==> src/rtl/ieee_stream_accumulator.sv <==
// Valid/ready accumulator wrapped around an external combinational IEEE-754 single adder.
// Optional sticky overflow output is built when ACC_OVERFLOW_FLAG_EN is defined.
module ieee_stream_accumulator #(
  parameter int unsigned CNT_W   = 8,
  parameter int unsigned ADD_LAT = 1
) (
  input  logic              clk,
  input  logic              rst,
  input  logic              in_valid,
  output logic              in_ready,
  input  logic [31:0]       in_number,
  input  logic              in_sub,
  input  logic              in_last,
  output logic [31:0]       adder_a,
  output logic [31:0]       adder_b,
  output logic              adder_sub,
  input  logic [31:0]       adder_c,
  output logic              out_valid,
  input  logic              out_ready,
  output logic [31:0]       out_sum,
`ifdef ACC_OVERFLOW_FLAG_EN
  output logic              out_overflow,
`endif
  output logic [CNT_W-1:0]  out_count
);

  localparam int unsigned WAIT_W = (ADD_LAT > 1) ? $clog2(ADD_LAT) : 1;

  typedef enum logic [1:0] {ACC, ADD, DONE} state_t;

  state_t              state, state_nx;
  logic [31:0]         sum;
  logic [CNT_W-1:0]    count;
  logic                last_q;
  logic [WAIT_W-1:0]   wait_cnt;
  logic                sum_upd;
  logic                in_fire;
  logic                out_fire;
`ifdef ACC_OVERFLOW_FLAG_EN
  logic                ovf;
`endif

  always_ff @(posedge clk) begin
    if (rst) state <= ACC;
    else     state <= state_nx;
  end

  always_comb begin
    state_nx  = state;
    in_ready  = 1'b0;
    out_valid = 1'b0;
    sum_upd   = 1'b0;
    in_fire   = 1'b0;
    out_fire  = 1'b0;
    case (state)
      ACC: begin
        in_ready = !rst;
        in_fire  = in_valid && !rst;
        if (in_fire) state_nx = ADD;
      end
      ADD: begin
        if (wait_cnt == '0) begin
          sum_upd  = 1'b1;
          state_nx = last_q ? DONE : ACC;
        end
      end
      DONE: begin
        out_valid = 1'b1;
        out_fire  = out_ready;
        if (out_ready) state_nx = ACC;
      end
      default: state_nx = ACC;
    endcase
  end

  always_ff @(posedge clk) begin
    if (rst) begin
      sum       <= '0;
      count     <= '0;
      adder_a   <= '0;
      adder_b   <= '0;
      adder_sub <= 1'b0;
      last_q    <= 1'b0;
      wait_cnt  <= '0;
`ifdef ACC_OVERFLOW_FLAG_EN
      ovf       <= 1'b0;
`endif
    end else begin
      if (in_fire) begin
        adder_a   <= sum;
        adder_b   <= in_number;
        adder_sub <= in_sub;
        last_q    <= in_last;
        wait_cnt  <= WAIT_W'(ADD_LAT - 1);
      end
      if (state == ADD && wait_cnt != '0) wait_cnt <= wait_cnt - 1'b1;
      if (sum_upd) begin
        sum <= adder_c;
        if (count != '1) count <= count + 1'b1;
`ifdef ACC_OVERFLOW_FLAG_EN
        if (adder_c[30:23] == 8'hFF) ovf <= 1'b1;
`endif
      end
      if (out_fire) begin
        sum   <= '0;
        count <= '0;
`ifdef ACC_OVERFLOW_FLAG_EN
        ovf   <= 1'b0;
`endif
      end
    end
  end

  assign out_sum   = sum;
  assign out_count = count;
`ifdef ACC_OVERFLOW_FLAG_EN
  assign out_overflow = ovf;
`endif

endmodule

==> config.mk <==
export PLATFORM = sky130hd
export DESIGN_NAME = ieee_stream_accumulator
export DESIGN_NICKNAME = d
export VERILOG_FILES = /design/src/rtl/ieee_stream_accumulator.sv
export SDC_FILE = /design/constraint.sdc
export NUM_CORES = 1
export LEC_CHECK = 0
export CORE_AREA = 2 2 88 107
export CTS_BUF_LIST = sky130_fd_sc_hd__clkbuf_4
export CTS_CLUSTER_DIAMETER = 120
export CTS_CLUSTER_SIZE = 28
export DETAILED_ROUTE_END_ITERATION = 10
export DIE_AREA = 0 0 90 109
export PLACE_DENSITY_LB_ADDON = 0.05
export SLEW_MARGIN = 20
export SYNTH_ARGS = -nofsm -noshare
export SYNTH_HDL_FRONTEND = slang
export SYNTH_SLANG_ARGS = --single-unit
==> constraint.sdc <==
create_clock -name clk -period 3.08 [get_ports clk]
set_input_delay 0.308 -clock clk [delete_from_list [all_inputs] [get_ports clk]]
set_output_delay 0.308 -clock clk [all_outputs]
set_load 0.02 [all_outputs]
# Yosys cells after proc, flatten, opt, wreduce, memory -nomap -nowiden
# Cells that the tools add are included.
# Widths: inputs -> output; s select.
[word_totals] regBits=109 out_inout_bits=107 elab_cells=37
[classes] addsub=2 n_eq_ne=6 mux=13 reduce_logical=8
[op_table] operator="$add 8x1->8 const B" count=1
[op_table] operator="$mux 1" count=8
[op_table] operator="$mux 2" count=4
[op_table] operator="$ne 8x8->1 const B" count=1
[op_table] operator="$ne 2x2->1 const B" count=3
[op_table] operator="$pmux 2 s3" count=1
[op_table] operator="$reduce_and 3->1" count=1
[op_table] operator="$eq 2x1->1 const B" count=1
[op_table] operator="$eq 2x2->1 const B" count=1
[op_table] operator="$logic_and 1x1->1" count=2
[op_table] operator="$logic_not 2->1" count=1
[op_table] operator="$reduce_and 2->1" count=1
[op_table] operator="$reduce_bool 2->1" count=1
[op_table] operator="$reduce_or 2->1" count=1
[op_table] operator="$logic_not 1->1" count=1
[op_table] operator="$sub 1x1->1 const B" count=1

# Logic depth before layout (Yosys ltp)
# Gate-level depths: netlist (run 1).
[depth] word_depth=5 mapped_depth=7 mapped_depth_nobuf=5

# Least setup slack after synthesis (run 1)
# Ideal clock, no wire load.
[synth_path] path_kind="register to register" start="register state[1]" end="register sum[15], in the netlist out_sum[15]" setup_time_ns=0.120 arrival_ns=1.503 setup_slack_ns=1.458 path_stages_with_launch=7 n_path_buf=2 synth_period_minus_slack_ns=1.622 cell_sequence="dfxtp_1 inv_1 nor2_1 a21o_1 buf_2 buf_2 a21oi_1"
[synth_via] elab_chain_cells=3 elab_cells_between_ends=5
[synth_lines] element="start: declaration" line_no="31" rtl="state_t state, state_nx;"
[synth_lines] element="start signal: assignment" line_no="45" rtl="else state <= state_nx;"
[synth_lines] element="$eq 2x2->1" line_no="55" rtl="case (state)"
[synth_lines] element="$mux 1" line_no="55"
[synth_lines] element="$reduce_or 2->1 (no line)"
[synth_lines] element="end signal: assignment" line_no="98" rtl="sum <= adder_c;"
[synth_lines] element="end: declaration" line_no="32" rtl="logic [31:0] sum;"
# Parallel ways exist; a longest one is shown, timed or not.
# A chain may end at the register's enable or synchronous reset.

# Worst setup path in the final report (run 1)
[layout_path] start="register state[1]" end="output port out_valid"
[layout_via] elab_chain_cells=2
[layout_lines] element="$eq 2x2->1" line_no="55"
[layout_lines] element="$mux 1" line_no="55"
[layout_lines] element="end: declaration" line_no="18" rtl="output logic out_valid,"
# No other way between the ends.

==> qor.yml, run 1 <==
yosys.cell_types.count: 34
endpoint_kind: "output port"
drt-pass1-iter-count: 4
max_freq_mhz: 434
grt_pass1_vias: 3528
clock_latency_ns: 0.44
vdd_drop_max_mv: 0.257
cts_setup_buffers: 0
fin_crit_sh_pct: 74.9
yosys.area.top_type: "dfxtp_1"
ys.warnings.count: 0
utilization_pct: 68.2
maxCapViolCount: 0
place.gp.congestion: 0.770
finish.instance_area_mm2: 0.00603
postCtsHoldBufs: 0
cts-root-buf: "clkbuf_4"
worstPathArrival_ns: 2.00
final_layout_size_suffix_gt1_share_pct: 3.99
core-area_mm2: 0.00884
num_vias: 3670
rsz0062_at_grt: "false"
synth.area.top_cells: "dfxtp_1 (54%), nand2_1 (12%), nand2b_1 (10%)"
fillers: 763
clock-sinks: 109
rr_startpoint: "state[1]"
grt_pass1_wl_um: 16200
final_antenna_net_count: 0
layout_common_cells: "clkdlybuf4s50_1 (175), nand2_1 (133), dfxtp_1 (109), nand2b_1 (67), o21ai_0 (64)"
multi_input_area_mm2: 0.00171
detail_route.wl_per_cell_um: 13.2
numCtsBuffers: 9
numPortBuffers: 176
fp-row-count: 38
syn_area_mm2: 0.00404
finalSetupTns_ns: 0
worst_pin_slew_ns: 0.645
yosys_register_bits: 109
synth_cells: 488
drt_iter0_markers: 168
slew_headroom_pct: 57.0
post-route-min-period_ns: 2.31
diodes: 0
status: "completed"
ys_seq_area_share_pct: 54.0
fp.dieW_um: 90
finalNetCount: 718
holdPathEnd: "state[1]"
r2r_end: "out_sum[10]"
p_per_area_mw_per_mm2: 449
place_area_mm2: 0.00588
initial_core_util_pct: 45.7
drcViolationCount: 0
hold_class: "in2reg"
clock_skew_ns: 0.0226
dp_hpwl_um: 7140
critPathMaxFanout: 6
r2r_setup_slack_ns: 1.21
seqCellArea_mm2: 0.00218
hold_viol_final: 0
htree_levels: 3
routed_wl_um: 10200
io_pins: 177
final_common_cell: "clkdlybuf4s50_1"
setup_viol: 0
maxSlewViolCount: 0
critPathLaunchType: "register"
synth_top_area_share_pct: 54.0
hold_path_depth: 2
die_area_mm2: 0.00981
critPathKind: "reg2out"
fp.dieH_um: 109
cts_tree: "yes"
reg2reg_depth: 5
worstHoldStart: "rst"
power.leakage_nw: 2.11
viasPerCell: 4.75
gr-total-overflow: 0
clockBufferDepth: 2
syn_avg_cell_area_um2: 8.28
antenna_found_initial: 0
area_growth_pct: 49.2
cts_resized: 0
grt_usage_pct: 20.1
grt_max_degree: 95
required_ns: 2.77
synth_nets: 559
clkTransAtPathRegs_ns: 0.15
==> per-layer routing <==
metal  track usage, %  vias up  part of all wire (%)
met1             22.7     1650                    42
met5                0        -                     0
met2             36.8      102                    50
met3             4.98       14                   6.1
li1                 -     1904                     -
met4             7.80        0                   1.9
==> worst max-delay path, cell delays in order (launching register included) <==
cell and delay (ns):
dfxtp_1 0.54, inv_1 0.16, nor2_1 0.20, clkdlybuf4s50_1 0.67
==> kinds of logic after synthesis <==
logic type | after synthesis | share of synthesized area (%)
AOI/OAI and AO/OA | 114 | 14.6
xor gates and xnor gates | 2 | 0.434
adders and majority gates | 1 | 0.310
buffers and inverters | 37 | 3.90
DFF | 109 | 54.0
muxes | 2 | 0.495
and+or+nand+nor | 223 | 26.3
==> sequential cells by signal, summed over array words and instances, names as in the netlist <==
name	cells
state	2
wait_cnt	1
adder_sub	1
out_count	8
adder_b	32
out_sum	32
last_q	1
adder_a	32
==> cell type report <==
type | count | share of cell area, %
Clock buffer | 10 | 1.25
Tap cell | 120 | 2.49
Inverter | 3 | 0.187
Timing Repair Buffer | 182 | 30.3
Multi-Input combinational cell | 342 | 28.4
Clock inverter | 6 | 1.14
Sequential cell | 109 | 36.2
==> synth_stat cells <==
| library cell | instances |
|---|---|
| a211oi_1 | 3 |
| a21o_1 | 1 |
| a21oi_1 | 37 |
| a31oi_1 | 1 |
| and2_1 | 1 |
| and3_1 | 2 |
| buf_1 | 3 |
| buf_2 | 11 |
| buf_4 | 1 |
| clkbuf_1 | 18 |
| clkbuf_2 | 1 |
| dfxtp_1 | 109 |
| ha_1 | 1 |
| inv_1 | 3 |
| mux2i_1 | 2 |
| nand2_1 | 133 |
| nand2b_1 | 67 |
| nand3_1 | 3 |
| nand4_1 | 1 |
| nand4_2 | 1 |
| nor2_1 | 6 |
| nor3_1 | 2 |
| nor3_2 | 1 |
| nor3b_1 | 1 |
| nor3b_2 | 1 |
| o2111ai_1 | 1 |
| o211ai_1 | 1 |
| o21ai_0 | 64 |
| o21ai_1 | 5 |
| o31ai_1 | 1 |
| or2_2 | 1 |
| or3_1 | 1 |
| or4_1 | 2 |
| xor2_1 | 2 |
==> metrics by stage <==
stage / total power, mW / hold slack, ns / std cells / setup slack [ns]
after floorplan: 1.75 / 0.417 / 488 / 1.46
after global placement: 2.00 / 0.450 / 756 / 1.30
after detailed placement: 2.01 / 0.454 / 756 / 1.22
after CTS: 2.73 / 0.164 / 772 / 0.763
after global routing: 2.81 / 0.171 / 772 / 0.658
final: 2.71 / 0.181 / 772 / 0.774
==> worst max-delay path by stage <==
stage                  endpoint  slack [ns]  depth (start not counted)  startpoint
CTS                   out_valid        0.76                          3    state[1]
finish                out_valid        0.77                          3    state[1]
global route          out_valid        0.66                          3    state[1]
detailed placement  out_sum[10]        1.22                          5    state[1]
floorplan           out_sum[15]        1.46                          6    state[1]
global placement    out_sum[18]        1.30                          5    state[1]
==> power by group <==
part	leakage [nW]	internal [mW]	total (mW)	switching (mW)
logic	1.14	0.239	0.456	0.217
registers	0.889	1.48	1.52	0.0416
clock network	0.0794	0.266	0.731	0.465
total	2.11	1.98	2.71	0.724
(Power assumes the default switching activity.)
==> run 2, diff against run 1 <==
CORE_AREA = 2 2 92 112   (was 2 2 88 107)
DIE_AREA = 0 0 94 114   (was 0 0 90 109)
clock period = 2.32 ns   (was 3.08 ns; I/O delays follow)
==> run 2 against run 1 <==
Compared with the run above: worst hold slack improved by 0.11 ns; total power up 32%; sequential power rose by 33%; flip-flop and latch count unchanged; routed wire length down 0.44%; global-route usage decreased by 1.0 points; non-clock buffer count up 1; sequential share of layout area barely moved; critical path depth unchanged; clock power up 30%; critical path type unchanged.
==> qor.yml, run 2 (same netlist as run 1, synthesis figures left out) <==
status: "completed"  # unchanged
initial_core_util_pct: 41.4  # was 45.7%
fp-row-count: 40  # was 38
layout_common_cells: "clkdlybuf4s50_1 (175), nand2_1 (133), dfxtp_1 (108), nand2b_1 (67), o21ai_0 (64)"  # was clkdlybuf4s50_1 (175), nand2_1 (133), dfxtp_1 (109), nand2b_1 (67), o21ai_0 (64)
p_per_area_mw_per_mm2: 591  # was 449 mW/mm2
crit_end: "out_valid"  # unchanged
routed_wl_um: 10100  # was 10200 um
viasPerCell: 4.72  # was 4.75
numCtsBuffers: 9  # unchanged
clock-sinks: 109  # unchanged
hold_viol_final: 0  # unchanged
rsz0062_at_grt: "false"  # unchanged
clockBufferDepth: 2  # unchanged
hold_path_depth: 2  # unchanged
grt_usage_pct: 19.1  # was 20.1%
vdd_drop_max_mv: 0.361  # was 0.257 mV
critPathLaunchType: "register"  # unchanged
required_ns: 2.09  # was 2.77 ns
fin_hold_ws_ns: 0.288  # was 0.181 ns
worstPathArrival_ns: 1.86  # was 2.00 ns
io_pins: 177  # unchanged
finalNetCount: 719  # was 718
fp.dieH_um: 114  # was 109 um
fp.dieW_um: 94  # was 90 um
drt_iter0_markers: 186  # was 168
final_layout_size_suffix_gt1_share_pct: 4.29  # was 3.99%
worst_pin_slew_ns: 0.465  # was 0.645 ns
power.leakage_nw: 2.10  # was 2.11 nW
drt-pass1-iter-count: 4  # unchanged
htree_levels: 3  # unchanged
cts-root-buf: "clkbuf_4"  # unchanged
rr_startpoint: "state[0]"  # was state[1]
place.gp.congestion: 0.768  # was 0.770
num_vias: 3677  # was 3670
grt_use_met1_pct: 23.0  # was 22.7%
preCtsSetupSlack_ns: 0.547  # was 1.22 ns
grt_max_degree: 69  # was 95
endpoint_kind: "output port"  # unchanged
post-route-min-period_ns: 2.09
reg2reg_depth: 5  # unchanged
detail_route.wl_per_cell_um: 13.0  # was 13.2 um
utilization_pct: 61.9  # was 68.2%
antenna_found_initial: 0  # unchanged
grt_pass1_vias: 3339  # was 3528
hold_class: "in2reg"  # unchanged
setup_ws_ns: 0.232  # was 0.774 ns
drcViolationCount: 0  # unchanged
busiest_layer: "met2"  # unchanged
setup_viol: 0  # unchanged
finalSetupTns_ns: 0  # unchanged
fin_crit_sh_pct: 90.0
die_area_mm2: 0.0107  # was 0.00981 mm2
r2r_end: "out_count[1]"  # was out_sum[10]
r2r_setup_slack_ns: 0.54  # was 1.21 ns
gr-total-overflow: 0  # unchanged
area_growth_pct: 49.4  # was 49.2%
slew_headroom_pct: 69.0  # was 57.0%
clkTransAtPathRegs_ns: 0.16  # was 0.15 ns
numPortBuffers: 176  # unchanged
use_met2_pct: 31.6  # was 36.8%
grt_pass1_wl_um: 16300  # was 16200 um
final_antenna_net_count: 0  # unchanged
met3_usage_pct: 5.55  # was 4.98%
crit_start: "state[1]"  # unchanged
maxSlewViolCount: 0  # unchanged
max_freq_mhz: 479
core-area_mm2: 0.00976  # was 0.00884 mm2
critPathKind: "reg2out"  # unchanged
clock_skew_ns: 0.0149  # was 0.0226 ns
total_power_mw: 3.57  # was 2.71 mW
cts_tree: "yes"  # unchanged
final_common_cell: "clkdlybuf4s50_1"  # unchanged
dp_hpwl_um: 7010  # was 7140 um
critPathMaxFanout: 6  # unchanged
maxCapViolCount: 0  # unchanged
clock_latency_ns: 0.45  # was 0.44 ns
diodes: 0  # unchanged
[run 2: power breakdown]
| group | internal (mW) | total (mW) | switching (mW) | leakage (nW) |
|---|---|---|---|---|
| registers | 1.96 | 2.02 | 0.0538 | 0.890 |
| clock network | 0.363 | 0.949 | 0.586 | 0.0712 |
| logic | 0.318 | 0.608 | 0.290 | 1.14 |
[run 2: area by class of cell]
class | instances | area [um2]
sequential | 109 | 2180
tap | 126 | 158
clock inverter | 4 | 48.8
multi-input combinational | 342 | 1710
clock buffer | 12 | 90.1
inverter | 3 | 11.3
fill | 896 | 3720
timing repair buffer | 183 | 1830
[run 2: worst max-delay path, stage by stage, from the launching register on]
cell	delay, ns
dfxtp_2	0.45
inv_1	0.12
nor2_1	0.19
clkdlybuf4s50_1	0.66
[run 2: worst min-delay path by stage]
| stage | startpoint | endpoint | slack, ns |
|---|---|---|---|
| after detailed placement | out_sum[2] | adder_a[2] | 0.46 |
| final | rst | state[0] | 0.29 |
| after floorplan | in_number[0] | adder_b[0] | 0.34 |
| after global placement | out_sum[0] | adder_a[0] | 0.45 |
| after CTS | adder_c[1] | out_sum[1] | 0.27 |
| after global routing | adder_c[21] | out_sum[21] | 0.28 |
[run 2: stage by stage]
step / cell area, um2 / cells
after floorplan: 4040 / 488
final: 6040 / 779
after global placement: 5900 / 763
after global routing: 6040 / 779
after CTS: 6040 / 779
after detailed placement: 5900 / 763
[run 2: per-layer routing]
metal	part of all wire, %	routed length [um]	vias to the layer above
li1	-	-	1910
met1	43	4320	1636
met2	48	4840	117
met3	7.6	766	14
met4	1.9	195	0
met5	0	0	-
[run 2: repair_timing]
| action | in CTS | in global routing |
|---|---|---|
| endpoints found under the setup margin | 0 | 1 |
| setup buffers | 0 | 0 |
| hold buffers | 0 | 0 |
| gates resized for setup | 0 | 1 |
| endpoints found under the hold margin | 0 | 0 |
